--- src/rtl/instr_sequencer_pkg.sv ---
// Shared definitions for the instruction sequencer and control_unit:
// opcode constants, FSM state encodings and a legality helper.
package instr_sequencer_pkg;

  localparam logic [4:0] OP_I  = 5'b00001;
  localparam logic [4:0] OP_AR = 5'b00010;
  localparam logic [4:0] OP_J  = 5'b00011;
  localparam logic [4:0] OP_M  = 5'b00100;
  localparam logic [4:0] OP_T  = 5'b01011;

  typedef enum logic [2:0] {
    ST_FETCH  = 3'd0,
    ST_DECODE = 3'd1,
    ST_EXEC   = 3'd2,
    ST_WB     = 3'd3,
    ST_HALT   = 3'd4,
    ST_FAULT  = 3'd5
  } state_t;

  function automatic logic isLegal(input logic [4:0] op);
    logic ok;
    ok = 1'b0;
    unique case (1'b1)
      (op == OP_I),
      (op == OP_AR),
      (op == OP_J),
      (op == OP_M),
      (op == OP_T): ok = 1'b1;
      default:      ok = 1'b0;
    endcase
    return ok;
  endfunction

endpackage

--- src/rtl/instr_sequencer_timer.sv ---
// Down-counter with load, decrement and zero flag; used for the fetch
// timeout and the EXEC latency count.
module seq_timer #(
  parameter int W      = 4,
  parameter int RSTVAL = 0
) (
  input  logic         CLK,
  input  logic         RST_N,
  input  logic         load,
  input  logic [W-1:0] loadVal,
  input  logic         dec,
  output logic         zero
);

  logic [W-1:0] cnt;

  always_ff @(posedge CLK or negedge RST_N) begin
    if (!RST_N) begin
      cnt <= W'(RSTVAL);
    end else if (load) begin
      cnt <= loadVal;
    end else if (dec && cnt != '0) begin
      cnt <= cnt - 1'b1;
    end
  end

  assign zero = (cnt == '0);

endmodule

--- src/rtl/instr_sequencer.sv ---
// Multi-cycle FETCH/DECODE/EXEC/WB sequencer producing single-cycle
// IR-load, register-write and PC-update strobes.
module instr_sequencer
  import instr_sequencer_pkg::*;
#(
  parameter int ALU_LAT = 1,
  parameter int TIMEOUT = 16,
  parameter int CNT_W   = 16
) (
  input  logic             CLK,
  input  logic             RST_N,
  input  logic             halt_req,
  output logic             imem_req,
  input  logic             imem_ack,
  input  logic [4:0]       opcode,
  input  logic             dec_regWrite,
  input  logic             branchIdea,
  output logic             ir_load,
  output logic             reg_we,
  output logic             pc_write,
  output logic             pc_sel,
  output logic             illegal_op,
  output logic             fault,
  output logic             halted,
  output logic [2:0]       state,
  output logic [CNT_W-1:0] instr_count
);

  localparam int FW = (TIMEOUT > 2) ? $clog2(TIMEOUT) : 1;
  localparam int EW = (ALU_LAT > 1) ? $clog2(ALU_LAT + 1) : 1;

  state_t curState, nextState, doneState;
  logic running;
  logic fetchLoad, fetchDec, fetchZero;
  logic execLoad, execDec, execZero;
  logic irLoad, regWe, pcWrite, pcSel, illegalOp;
  logic [CNT_W-1:0] instrCount;

  // First cycle out of reset is not a fetch: it samples halt_req as
  // the FETCH entry and keeps every output low while reset settles.
  always_ff @(posedge CLK or negedge RST_N) begin
    if (!RST_N) begin
      curState <= ST_FETCH;
      running  <= 1'b0;
    end else begin
      curState <= nextState;
      running  <= 1'b1;
    end
  end

  seq_timer #(.W(FW), .RSTVAL(TIMEOUT - 1)) uFetchTimer (
    .CLK     (CLK),
    .RST_N   (RST_N),
    .load    (fetchLoad),
    .loadVal (FW'(TIMEOUT - 1)),
    .dec     (fetchDec),
    .zero    (fetchZero)
  );

  seq_timer #(.W(EW), .RSTVAL(0)) uExecTimer (
    .CLK     (CLK),
    .RST_N   (RST_N),
    .load    (execLoad),
    .loadVal (EW'(ALU_LAT - 1)),
    .dec     (execDec),
    .zero    (execZero)
  );

  always_comb begin
    nextState = curState;
    irLoad    = 1'b0;
    regWe     = 1'b0;
    pcWrite   = 1'b0;
    pcSel     = 1'b0;
    illegalOp = 1'b0;
    fetchDec  = 1'b0;
    execLoad  = 1'b0;
    execDec   = 1'b0;
    doneState = halt_req ? ST_HALT : ST_FETCH;
    unique case (curState)
      ST_FETCH: begin
        if (!running) begin
          nextState = doneState;
        end else if (imem_ack) begin
          irLoad    = 1'b1;
          nextState = ST_DECODE;
        end else if (fetchZero) begin
          nextState = ST_FAULT;
        end else begin
          fetchDec = 1'b1;
        end
      end
      ST_DECODE: begin
        if (isLegal(opcode)) begin
          execLoad  = 1'b1;
          nextState = ST_EXEC;
        end else begin
          illegalOp = 1'b1;
          pcWrite   = 1'b1;
          nextState = doneState;
        end
      end
      ST_EXEC: begin
        if (!execZero) begin
          execDec = 1'b1;
        end else if (opcode == OP_J) begin
          pcWrite   = 1'b1;
          pcSel     = 1'b1;
          nextState = doneState;
        end else if (opcode == OP_M) begin
          pcWrite   = 1'b1;
          pcSel     = branchIdea;
          nextState = doneState;
        end else begin
          nextState = ST_WB;
        end
      end
      ST_WB: begin
        regWe     = dec_regWrite;
        pcWrite   = 1'b1;
        nextState = doneState;
      end
      ST_HALT: begin
        if (!halt_req) nextState = ST_FETCH;
      end
      default: nextState = curState;
    endcase
    fetchLoad = (nextState == ST_FETCH) &&
                (curState != ST_FETCH || !running);
  end

  always_ff @(posedge CLK or negedge RST_N) begin
    if (!RST_N) begin
      instrCount <= '0;
    end else if (pcWrite && instrCount != '1) begin
      instrCount <= instrCount + 1'b1;
    end
  end

  assign imem_req    = (curState == ST_FETCH) && running;
  assign ir_load     = irLoad;
  assign reg_we      = regWe;
  assign pc_write    = pcWrite;
  assign pc_sel      = pcSel;
  assign illegal_op  = illegalOp;
  assign fault       = (curState == ST_FAULT);
  assign halted      = (curState == ST_HALT);
  assign state       = curState;
  assign instr_count = instrCount;

endmodule

--- config.mk ---
export PLATFORM = sky130hd
export DESIGN_NAME = instr_sequencer
export DESIGN_NICKNAME = d
export VERILOG_FILES = /design/src/rtl/instr_sequencer_pkg.sv /design/src/rtl/instr_sequencer_timer.sv /design/src/rtl/instr_sequencer.sv
export SDC_FILE = /design/constraint.sdc
export NUM_CORES = 1
export LEC_CHECK = 0
export BUFFER_PORTS_ARGS = -buffer_cell sky130_fd_sc_hd__clkbuf_2
export CORE_ASPECT_RATIO = 2
export CORE_MARGIN = 2
export CORE_UTILIZATION = 47
export DETAILED_ROUTE_END_ITERATION = 8
export PLACE_DENSITY = 0.72
export SYNTH_ARGS = -nofsm -noshare
export SYNTH_HDL_FRONTEND = slang
export SYNTH_SLANG_ARGS = --single-unit
--- constraint.sdc ---
create_clock -name CLK -period 2.38 [get_ports CLK]
set_input_delay 0.119 -clock CLK [delete_from_list [all_inputs] [get_ports CLK]]
set_output_delay 0.119 -clock CLK [all_outputs]
set_load 0.01 [all_outputs]
==> flow_summary.toml, run 1 <==
[outcome]
outcome = "completed"

[min_path]
hold_path_class = "primary input to flip-flop"
hold_path_startpoint = "imem_ack"

[cts]
clock_sinks = 25
cts_root_buf = "clkbuf_8"
clkSlewWorstSetupHoldPaths_ns = 0.08
postCtsHoldBufs = 1
clock_latency_ns = 0.26
cts_made_buffers = 3
post_cts_buffers = 0
cts_buffer_depth = 2
htreeDepth = 1
cts_tree = "yes"
cts_resized = 0

[yosys]
yosysTopAreaCellShare_pct = 35.7
yosysTopAreaCell = "dfrtp_1"
syn_inst = 147
yosysWarnings = 0
synth_edf_count = 0
ys_seq_area_share_pct = 42.8
synth_area_um2 = 1470
ys_seq_elements = 25
synthFlopType = "dfrtp_1"
synth.distinct_cells = 49
avgSynthCellArea_um2 = 10.0
async_flop_share_pct = 100
netlist_top_cells_area = "dfrtp_1, xnor2_1, dfstp_2"
syn-num-nets = 160

[pwr]
p_leak_nw = 0.816
pwr_density_cell_nw_per_um2 = 880
power_w = 0.00153
peakVddDrop_mv = 0.575

[placement]
dp.final_hpwl_mm = 2.56
io_buffers = 37
gp_routability_congestion = 0.859
placed_cells = 213

[worst_setup_path]
cp.required_ns = 2.26
critical_path.endpoint = "pc_write"
worstSetupStartpointType = "flip-flop"
worstPathMaxFanout = 13
timing.rr.end = "uFetchTimer.cnt[3]$_DFFE_PN1P_"
reg2reg_depth = 5
endpoint_kind = "output port"
worstSetupPathType = "flip-flop to output port"
ff2ff_setup_slack_ns = 0.41
reg2reg_from = "state[0]$_DFF_PN0_"
arrival_ns = 2.01
startpoint = "state[2]$_DFF_PN0_"

[floorplanning]
ios = 38
initial_utilization_pct = 49.5
std_cell_rows = 28
dieWidth_um = 43.6
die_area_um2 = 3620
fp.dieH_um = 83.2
core_area_um2 = 2980

[timing]
fin_setup_tns_ns = 0
drv_slew = 0
clock_skew_ns = 0.00275
report.final.hold_viol_count = 0
finalSetupViolations = 0
slew_headroom_pct = 58.7
min_period_over_period_pct = 89.6
fin_crit_ns = 2.13
fmax_ghz = 0.469
tightestPinTransition_ns = 0.604
rsz0062_at_grt = "no"

[routing]
drtIter0Drc = 26
wl_per_cell_um = 14.8
via_count = 1301
routed_via_density = 5.97
drt_wl_total_mm = 3.22
drc_errors = 0
drtPass1Iterations = 4
detail-route-antenna-nets = 0

[cells_and_area]
area_growth_pct = 18.2
antenna_cells = 0
utilization_pct = 58.4
drive_gt1_share_pct = 33.0
final_cells = 218
fillCellCount = 265
fin_nets = 202

[global_routing]
grt_antenna_before_repair = 0
grt_pass1_vias = 1321
grt_pass1_wl_mm = 5.35
track_usage_pct = 18.9
grt_start_max_net_pins = 26
grt-ovfl-total = 0

[flow_run]
drv_cap = 0
how the worst min path moves through the flow:
stage | end | slack (ns) | cells past startpoint
after global routing | state[0]$_DFF_PN0_ | 0.23 | 3
final | state[0]$_DFF_PN0_ | 0.22 | 3
after detailed placement | state[0]$_DFF_PN0_ | 0.16 | 1
after CTS | state[0]$_DFF_PN0_ | 0.21 | 3
after floorplan | instr_count[0]$_DFFE_PN0P_ | -0.18 | 0
after global placement | instr_count[6]$_DFFE_PN0P_ | 0.15 | 1
power breakdown:
group | internal [W] | switching (W) | leakage [nW]
sequential | 0.000514 | 0.000130 | 0.320
combinational | 0.000290 | 0.000357 | 0.474
clock | 0.000119 | 0.000122 | 0.0228
total | 0.000923 | 0.000609 | 0.816
stage by stage:
step / cell area (um^2) / setup slack [ns] / hold slack, ns
after floorplan: 1470 / 0.316 / -0.177
after global routing: 1740 / 0.161 / 0.231
after global placement: 1690 / 0.460 / 0.151
after detailed placement: 1690 / 0.371 / 0.164
final: 1740 / 0.247 / 0.219
after CTS: 1740 / 0.249 / 0.209
cells in the mapped netlist, drive strengths merged, types with 2 or more instances:
master,number
nand3,11
a211oi,2
nand2b,2
a21oi,4
or4b,2
mux2,2
nor3,5
nand4,5
o21a,2
inv,6
xor2,2
nor2,8
nor3b,3
o21ai,9
a221o,2
nand2,10
xnor2,15
and3,5
dfrtp,21
dfstp,4
and2,2
nor2b,2
ha,2
clkbuf,3
a31oi,2
kinds of logic (layout without fill, tap and decap cells):
| family | Yosys count | after routing | synth area share, % |
|---|---|---|---|
| AOI/OAI and AO/OA | 28 | 28 | 13.2 |
| xor gates and xnor gates | 17 | 17 | 10.1 |
| adders and majority gates | 2 | 2 | 1.70 |
| buffers and inverters | 10 | 51 | 3.74 |
| DFF | 25 | 25 | 42.8 |
| muxes | 2 | 2 | 1.53 |
| other | 1 | 1 | 0.255 |
| and+or+nand+nor | 62 | 62 | 26.7 |
final cells by class:
class / count / area, um^2 / share of cell area, %
inverter: 6 / 22.5 / 1.29
tap: 30 / 37.5 / 2.16
multi-input combinational: 112 / 787 / 45.2
clock buffer: 4 / 45.0 / 2.59
timing repair buffer: 41 / 218 / 12.5
sequential: 25 / 631 / 36.2
worst max-delay path, stage by stage (launching register included):
cell and delay [ns]:
dfrtp_1 0.56, and2b_2 0.32, and2_0 0.15, a221o_2 0.38, buf_4 0.21, clkbuf_2 0.14
cells in the final DEF (no fill, tap or decap), drive strengths merged, types with 4 or more instances in the layout:
master	Yosys	layout
nor3	5	5
inv	6	6
dfstp	4	4
nor2	8	8
nand3	11	11
dfrtp	21	21
clkbuf	3	41
a21oi	4	4
xnor2	15	15
nand2	10	10
nand4	5	5
o21ai	9	9
and3	5	5
registers in the layout, indices dropped and copies added (netlist names):
signal           flops
instr_count         16
uFetchTimer.cnt      4
state                3
running              1
uExecTimer.cnt       1
per-layer routing:
metal / routed length, um / track usage [%] / part of all wire [%] / vias up
met3: 133 / 2.39 / 4.1 / 10
met5: 0 / 0 / 0 / -
met2: 1810 / 34.5 / 56 / 47
met4: 97 / 12.1 / 3.0 / 0
li1: - / - / - / 611
met1: 1170 / 18.1 / 36 / 633
Power figures use the tool's default switching activity.
==> inputs of run 2 (changes only) <==
==> constraint.sdc (replaced) <==
create_clock -name CLK -period 2.38 [get_ports CLK]
set_input_delay 0.476 -clock CLK [delete_from_list [all_inputs] [get_ports CLK]]
set_output_delay 0.476 -clock CLK [all_outputs]
set_load 0.01 [all_outputs]
==> flow_summary.toml, run 2 (synthesis gave the netlist of run 1 again) <==
[cts]
clkSlewWorstSetupHoldPaths_ns = 0.08
clock_sinks = 25
htreeDepth = 1
cts_made_buffers = 3
cts_root_buf = "clkbuf_8"
cts_tree = "yes"
clock_latency_ns = 0.26
cts_buffer_depth = 2
postCtsHoldBufs = 0

[timing]
fmax_ghz = 0.430
slew_headroom_pct = 59.1
clock_skew_ns = 0.00152
finalSetupViolations = 0
drv_slew = 0
report.final.hold_viol_count = 0
fin_setup_tns_ns = 0
rsz0062_at_grt = "no"
finalWorstSetupSlack_ns = 0.0532
tightestPinTransition_ns = 0.613
min_period_over_period_pct = 97.8
fin_crit_ns = 2.33

[cells_and_area]
area_growth_pct = 18.1
antenna_cells = 0
fin_nets = 202
regArea_um2 = 632
multiInputGateArea_um2 = 787
drive_gt1_share_pct = 34.0
fillCellCount = 274
final_common_cell = "clkbuf_2"
final_cell_mix = "clkbuf_2, dfrtp_1, xnor2_1, nand2_1, o21ai_0"
largest_reg_flops = 16

[floorplanning]
die_area_um2 = 3620
dieWidth_um = 43.6
std_cell_rows = 28
fp.dieH_um = 83.2
initial_utilization_pct = 49.5
core_area_um2 = 2980
ios = 38

[pwr]
p_sw_w = 0.000608
clkPwrFrac_pct = 15.8
swShare_pct = 39.6
p_leak_nw = 0.815
pwr_density_cell_nw_per_um2 = 882
peakVddDrop_mv = 0.489
pwr-share-comb_pct = 41.4
power_frac_seq_pct = 42.8
intPower_w = 0.000926

[worst_setup_path]
worstSetupPathType = "primary input to output port"
arrival_ns = 1.85
endpoint_kind = "output port"
reg2reg_depth = 5
worstPathMaxFanout = 5
cp.required_ns = 1.90
worstSetupStartpointType = "primary input"

[routing]
top_layer = "met4"
met3_length_um = 121
routed_via_density = 5.95
drtIter0Drc = 22
wl_met1_mm = 1.20
drt_wl_total_mm = 3.21
wl_per_cell_um = 14.7
drc_errors = 0
wl_met2_mm = 1.81
drtPass1Iterations = 6
detail-route-antenna-nets = 0
via_count = 1297

[global_routing]
grt_pass1_vias = 1327
grt_pass1_wl_mm = 5.43
track_usage_pct = 18.9
grt-ovfl-total = 0
grt_antenna_before_repair = 0
grt_start_max_net_pins = 26

[outcome]
outcome = "completed"

[min_path]
hold_path_class = "primary input to async pin"

[placement]
gp_routability_congestion = 0.893
io_buffers = 37
dp.final_hpwl_mm = 2.58
dp_slack_ns = 0.0640

[flow_run]
drv_cap = 0
[run 2: cell types whose count changed in the layout (fill, tap and decap cells not counted), sizes merged]
cell / before / now
dlygate4sd3: 1 / 0
buf: 3 / 4
[run 2: metal layers]
layer	GRT usage, %	vias up
li1	-	612
met1	19.5	634
met2	33.7	43
met3	1.74	8
met4	11.8	0
met5	0	-
[run 2: final timing paths]
check                                                 start                             end  slack, ns
worst min register to register  instr_count[12]$_DFFE_PN0P_     instr_count[12]$_DFFE_PN0P_       0.51
worst min-delay path                                  RST_N      instr_count[6]$_DFFE_PN0P_       0.21
worst max-delay path                              opcode[1]                        pc_write       0.05
worst max register to register           state[0]$_DFF_PN0_  uFetchTimer.cnt[2]$_DFFE_PN1P_       0.43
max in group asynchronous                             RST_N              state[2]$_DFF_PN0_       1.73
min in group CLK                instr_count[12]$_DFFE_PN0P_     instr_count[12]$_DFFE_PN0P_       0.51
[run 2: area by class of cell]
cell class	count	share of cell area (%)
multi-input cells	112	45.3
flip-flops and latches	25	36.3
repair buffers	41	12.4
clock buffers	4	2.59
well taps	30	2.16
inverters	6	1.29
[run 2: critical path, cell delays in order]
cell,delay (ns)
clkbuf_2,0.10
or4b_4,0.55
and2_0,0.17
a221o_2,0.39
clkbuf_2,0.15
[run 2: what timing repair did]
item	CTS	global route
setup endpoints to repair	0	1
resized for setup	0	1
buffers inserted	0	0
[run 2: power groups by stage]
stage	clock, W	sequential [W]	combinational (W)
2_1_floorplan	0	0.000629	0.000457
3_3_place_gp	0	0.000658	0.000620
3_5_place_dp	0	0.000659	0.000642
4_1_cts	0.000251	0.000653	0.000642
5_1_grt	0.000260	0.000676	0.000700
6_report	0.000242	0.000657	0.000635
[run 2: per-stage QoR]
step | util, % | hold slack (ns) | cell area, um^2 | power [W] | instances
after floorplan | - | 0.180 | 1470 | 0.00109 | 147
after global placement | 56.8 | 0.481 | 1690 | 0.00128 | 214
after detailed placement | 56.8 | 0.500 | 1690 | 0.00130 | 214
after CTS | 58.4 | 0.226 | 1740 | 0.00155 | 218
after global routing | 58.4 | 0.274 | 1740 | 0.00164 | 218
final | 58.4 | 0.210 | 1740 | 0.00153 | 218
